--- src/rtl/sort_gather4_if.sv ---
// rtl/sort_gather4_if.sv - sample/group handshake bundle for sort_gather4
// The flush input exists only when SORT_GATHER_FLUSH_EN is defined.
interface sort_gather4_if;
  logic [3:0] in_data;
  logic       in_valid;
  logic       in_ready;
  logic [3:0] out_a;
  logic [3:0] out_b;
  logic [3:0] out_c;
  logic [3:0] out_d;
  logic       out_valid;
  logic       out_ready;
  logic [7:0] grp_cnt;
`ifdef SORT_GATHER_FLUSH_EN
  logic       flush;

  modport slave (
    input  in_data, in_valid, out_ready, flush,
    output in_ready, out_a, out_b, out_c, out_d, out_valid, grp_cnt
  );
  modport master (
    output in_data, in_valid, out_ready, flush,
    input  in_ready, out_a, out_b, out_c, out_d, out_valid, grp_cnt
  );
`else
  modport slave (
    input  in_data, in_valid, out_ready,
    output in_ready, out_a, out_b, out_c, out_d, out_valid, grp_cnt
  );
  modport master (
    output in_data, in_valid, out_ready,
    input  in_ready, out_a, out_b, out_c, out_d, out_valid, grp_cnt
  );
`endif
endinterface

--- src/rtl/sort_gather4.sv ---
// rtl/sort_gather4.sv - gathers 4 serial samples into a group for a 4-input sorter
// Optional partial-group flush with PAD_VALUE padding: define SORT_GATHER_FLUSH_EN.
module sort_gather4 #(
  parameter logic [3:0] PAD_VALUE = 4'hF
) (
  input  logic           clk,
  input  logic           rst_n,
  sort_gather4_if.slave  bus
);

  typedef enum logic [1:0] {S_EMPTY, S_HOLD, S_STALL} state_t;

  state_t     r_state;
  state_t     w_state_nxt;
  logic [1:0] r_slot;
  logic [3:0] r_fill [4];
  logic [3:0] r_out  [4];
  logic [7:0] r_grp_cnt;

  logic       w_in_ready;
  logic       w_out_valid;
  logic       w_in_hs;
  logic       w_out_hs;
  logic       w_complete;
  logic       w_load_grp;
  logic       w_load_fill;
  logic [3:0] w_grp [4];

  // STALL means the fill buffer holds a whole parked group
  assign w_in_ready  = (r_state != S_STALL);
  assign w_out_valid = (r_state != S_EMPTY);
  assign w_in_hs     = bus.in_valid && w_in_ready;
  assign w_out_hs    = w_out_valid && bus.out_ready;

`ifdef SORT_GATHER_FLUSH_EN
  logic w_flush;
  assign w_flush    = bus.flush && (r_slot != 2'd0) && (r_state != S_STALL);
  assign w_complete = (w_in_hs && (r_slot == 2'd3)) || w_flush;

  // Stored slots first, then this cycle's sample, then padding
  always_comb begin
    for (int i = 0; i < 4; i++) begin
      w_grp[i] = PAD_VALUE;
      if (2'(i) < r_slot)
        w_grp[i] = r_fill[i];
      else if ((2'(i) == r_slot) && w_in_hs)
        w_grp[i] = bus.in_data;
    end
  end
`else
  assign w_complete = w_in_hs && (r_slot == 2'd3);

  always_comb begin
    w_grp[0] = r_fill[0];
    w_grp[1] = r_fill[1];
    w_grp[2] = r_fill[2];
    w_grp[3] = bus.in_data;
  end
`endif

  assign w_load_grp  = w_complete && ((r_state == S_EMPTY) || w_out_hs);
  assign w_load_fill = (r_state == S_STALL) && w_out_hs;

  always_ff @(posedge clk or negedge rst_n) begin
    if (!rst_n)
      r_state <= S_EMPTY;
    else
      r_state <= w_state_nxt;
  end

  always_comb begin
    w_state_nxt = r_state;
    case (r_state)
      S_EMPTY: if (w_complete) w_state_nxt = S_HOLD;
      S_HOLD: begin
        if (w_complete && !w_out_hs)
          w_state_nxt = S_STALL;
        else if (!w_complete && w_out_hs)
          w_state_nxt = S_EMPTY;
      end
      S_STALL: if (w_out_hs) w_state_nxt = S_HOLD;
      default: w_state_nxt = S_EMPTY;
    endcase
  end

  always_ff @(posedge clk or negedge rst_n) begin
    if (!rst_n) begin
      r_slot    <= 2'd0;
      r_grp_cnt <= 8'd0;
      for (int i = 0; i < 4; i++) begin
        r_fill[i] <= PAD_VALUE;
        r_out[i]  <= 4'd0;
      end
    end else begin
      if (w_out_hs)
        r_grp_cnt <= r_grp_cnt + 8'd1;

      if (w_complete)
        r_slot <= 2'd0;
      else if (w_in_hs)
        r_slot <= r_slot + 2'd1;

      if (w_load_grp)
        r_out <= w_grp;
      else if (w_load_fill)
        r_out <= r_fill;

      // A group that cannot reach the output yet is parked whole in the fill buffer
      if (w_complete && !w_load_grp)
        r_fill <= w_grp;
      else if (w_in_hs && !w_complete)
        r_fill[r_slot] <= bus.in_data;
    end
  end

  assign bus.in_ready  = w_in_ready;
  assign bus.out_valid = w_out_valid;
  assign bus.out_a     = r_out[0];
  assign bus.out_b     = r_out[1];
  assign bus.out_c     = r_out[2];
  assign bus.out_d     = r_out[3];
  assign bus.grp_cnt   = r_grp_cnt;

endmodule

--- src/flat_wrapper.sv ---
// flat-port wrapper written by rule: the top's interface ports become plain ports
module sort_gather4_flat 
#(
  parameter logic [3:0] PAD_VALUE = 4'hF
)
  (clk, rst_n, bus_in_data, bus_in_valid, bus_out_ready, bus_in_ready, bus_out_a, bus_out_b, bus_out_c, bus_out_d, bus_out_valid, bus_grp_cnt);
  sort_gather4_if bus_i ();
  input  logic clk;
  input  logic rst_n;
  input wire logic [$bits(bus_i.in_data)-1:0] bus_in_data;
  input wire logic [$bits(bus_i.in_valid)-1:0] bus_in_valid;
  input wire logic [$bits(bus_i.out_ready)-1:0] bus_out_ready;
  output wire logic [$bits(bus_i.in_ready)-1:0] bus_in_ready;
  output wire logic [$bits(bus_i.out_a)-1:0] bus_out_a;
  output wire logic [$bits(bus_i.out_b)-1:0] bus_out_b;
  output wire logic [$bits(bus_i.out_c)-1:0] bus_out_c;
  output wire logic [$bits(bus_i.out_d)-1:0] bus_out_d;
  output wire logic [$bits(bus_i.out_valid)-1:0] bus_out_valid;
  output wire logic [$bits(bus_i.grp_cnt)-1:0] bus_grp_cnt;
  assign bus_i.in_data = bus_in_data;
  assign bus_i.in_valid = bus_in_valid;
  assign bus_i.out_ready = bus_out_ready;
  assign bus_in_ready = bus_i.in_ready;
  assign bus_out_a = bus_i.out_a;
  assign bus_out_b = bus_i.out_b;
  assign bus_out_c = bus_i.out_c;
  assign bus_out_d = bus_i.out_d;
  assign bus_out_valid = bus_i.out_valid;
  assign bus_grp_cnt = bus_i.grp_cnt;
  sort_gather4 #(.PAD_VALUE(PAD_VALUE)) u_core (.clk(clk), .rst_n(rst_n), .bus(bus_i));
endmodule
--- config.mk ---
export PLATFORM = sky130hd
export DESIGN_NAME = sort_gather4_flat
export DESIGN_NICKNAME = d
export VERILOG_FILES = /design/src/rtl/sort_gather4_if.sv /design/src/rtl/sort_gather4.sv /design/src/flat_wrapper.sv
export SDC_FILE = /design/constraint.sdc
export NUM_CORES = 1
export LEC_CHECK = 0
export BUFFER_PORTS_ARGS = -buffer_cell sky130_fd_sc_hd__buf_2
export CELL_PAD_IN_SITES_DETAIL_PLACEMENT = 0
export CELL_PAD_IN_SITES_GLOBAL_PLACEMENT = 2
export CORE_ASPECT_RATIO = 0.5
export CORE_UTILIZATION = 38
export CTS_BUF_LIST = sky130_fd_sc_hd__clkbuf_4 sky130_fd_sc_hd__clkbuf_8 sky130_fd_sc_hd__clkbuf_16
export DETAILED_ROUTE_END_ITERATION = 8
export PLACE_DENSITY_LB_ADDON = 0.1
export SYNTH_ARGS = -nofsm -noshare
export SYNTH_HDL_FRONTEND = slang
export SYNTH_SLANG_ARGS = --single-unit
export TNS_END_PERCENT = 30
--- constraint.sdc ---
create_clock -name clk -period 2.2 [get_ports clk]
set_input_delay 0.22 -clock clk [delete_from_list [all_inputs] [get_ports clk]]
set_output_delay 0.22 -clock clk [all_outputs]
set_load 0.1 [all_outputs]
==> qor.txt <==
core region area - 0.005022 mm²
final net count - 194
Cells after DPL - 241
boundary pin count - 34
post-cts sizing count - 0
setup TNS - 0 ns
initial antenna violation count - 0
Worst Setup Start Kind - flip-flop
post-synth cell types - 32
ANT cells - 0
Wirelength per Cell - 14.52 µm
clk buf depth - 2
Num CTS Buffers - 5
DIE AREA - 0.005628 mm²
Required @ worst endpoint - 1.98 ns
Slew headroom - 63.84%
outcome - completed
Worst Path Buf+Inv - 1
Crit-path slowest cell - dfrtp_1
Worst Skew - 0.01012 ns
synth top area cells - dfrtp_1 (35%), dfstp_2 (21%), mux2_2 (13%)
Global Route Usage Sum - 14.35%
syn nets - 156
Final Hold Violating Endpoints - 0
Final Cycle Share - 80.88%
Post-synth EDFFs - 0
Buffers on Ports - 33
Worst Path Arrival - 1.56 ns
Max-cap violations - 0
RSZ-0062 raised after global routing - false
Final Hold Slack - 0.2079 ns
Starting Density - 40.21%
post-synthesis cell count - 141
Post-DRT Antenna Nets - 0
DIE WIDTH - 105.1 µm
Initial DRT Pass Iterations - 3
ys async rst share - 100.0%
DPL Wire Length - 2.578 mm
WL final - 3.631 mm
Residual DRC - 0
synthesized area - 0.002019 mm²
CP Cell Sequence - nand2b_1, buf_2
clk slew on worst S/H paths - 0.09 ns
routed vias - 1204
CP Class - reg -> out
synth cell count leaders - dfrtp_1 (28), mux2_2 (24), dfstp_2 (16)
vias in the first global route - 1114
Iteration-0 DRC Markers - 10
sequential cell area fraction in the yosys report - 55.51%
CP max FO - 10
Min-Delay Path Class - in -> reg
non-filler cells, final - 250
TritonCTS clock tree - done
critical path capture point type - output pin
min cycle time layout - 1.779 ns
slowest cell delay on critical path - 0.50 ns
first-pass GRT wire length - 5.802 mm
H-tree levels - 2
most instantiated library cell after synthesis - dfrtp_1
fin. max-slew vios - 0
fmax - 562.0 MHz
Main synth FF type - dfrtp_1
layout cells sized above 1 - 53.33%
largest net degree at the start of global routing - 25
share of the synthesized area in the top cell type - 34.70%
gpl congestion - 0.6788
crit-path leading delay family - flip-flops
GRT Residual Overflow - 0
row cnt - 18
worst skew pair latency - 0.30 ns
Ys Warns - 0
Layout Area Growth over Synthesis - 17.53%
CTS Root Cell - clkbuf_8
# setup viols final - 0
Die Y - 53.55 µm
leading area contributor after synthesis - dfrtp_1
DR vias/cell - 4.816
Least-Margin Pin Slew - 0.5424 ns
clock sinks - 44
Syn Area/Cell - 14.32 µm²
Synth Register Bits - 44
-- routing by layer --
metal	vias up	wire, µm	track usage [%]
met4	0	42	5.634
met3	7	158	4.843
met2	26	1569	21.19
met5	-	0	0
met1	596	1861	19.64
li1	575	-	-
-- timing repair --
action | in CTS | in global routing
hold buffers | 1 | 0
setup endpoints to repair | 0 | 0
buffers inserted | 0 | 0
hold endpoints to repair | 16 | 0
-- flip-flops by register name, indices dropped and copies added (netlist names) --
name and count:
u_core.r_fill 16, u_core.bus.grp_cnt 8, u_core.bus.out_b 4, u_core.r_state 2, u_core.bus.out_c 4, u_core.r_slot 2, u_core.bus.out_a 4, u_core.bus.out_d 4
-- through the flow --
step	utilization [%]	worst slack [ns]	cell area, µm²
floorplan	-	0.4430	2019
global placement	45.12	0.5669	2266
detailed placement	45.12	0.5173	2266
CTS	47.26	0.4085	2374
global route	47.26	0.3324	2374
finish	47.26	0.4207	2374
-- cell usage in the layout, fill, tap and decap left out, types with 2 or more instances in the layout --
| cell | n |
|---|---|
| clkbuf_8 | 6 |
| clkinvlp_4 | 2 |
| xor2_1 | 3 |
| and2_1 | 3 |
| nor2_1 | 3 |
| dfrtp_1 | 28 |
| dfstp_2 | 16 |
| nand2_1 | 7 |
| nand4b_1 | 3 |
| mux2_2 | 24 |
| nand4_1 | 3 |
| inv_1 | 4 |
| xnor2_1 | 4 |
| mux2_4 | 10 |
| o21ai_0 | 2 |
| a22o_1 | 4 |
| ha_1 | 7 |
| nor3_1 | 2 |
| buf_2 | 33 |
-- logic make-up after synthesis --
| logic type | count (synthesis) | share of synthesized area, % |
|---|---|---|
| AOI/OAI and AO/OA | 11 | 4.585 |
| xor gates and xnor gates | 7 | 3.036 |
| adders and majority gates | 7 | 4.337 |
| buffers and inverters | 8 | 2.044 |
| DFF | 44 | 55.51 |
| muxes | 35 | 21.31 |
| and+or+nand+nor | 29 | 9.171 |
-- layout make-up --
cell class                 instances  area (µm²)
clock inverter                     2       15.01
inverter                           4       15.01
clock buffer                       6       82.58
timing repair buffer              35       195.2
fill                             454        2649
tap                               70       87.58
multi-input combinational         89       857.1
sequential                        44        1121
-- worst paths after layout --
path,startpoint,to,slack [ns],depth (start not counted)
hold / removal,bus_in_data[2],u_core.r_fill[2],0.21,2
min in group asynchronous,rst_n,u_core.bus.out_c[3],0.43,2
hold reg to reg,u_core.bus.grp_cnt[7],u_core.bus.grp_cnt[7],0.46,1
setup / recovery,u_core.r_state[0],bus_in_ready,0.42,2
setup reg to reg,u_core.r_slot[0],u_core.r_state[1],0.50,6
max in group asynchronous,rst_n,u_core.r_fill[1],1.17,3
Power is not shown: default switching activity piles up to over one toggle a cycle in this logic, so the estimate is an artifact.
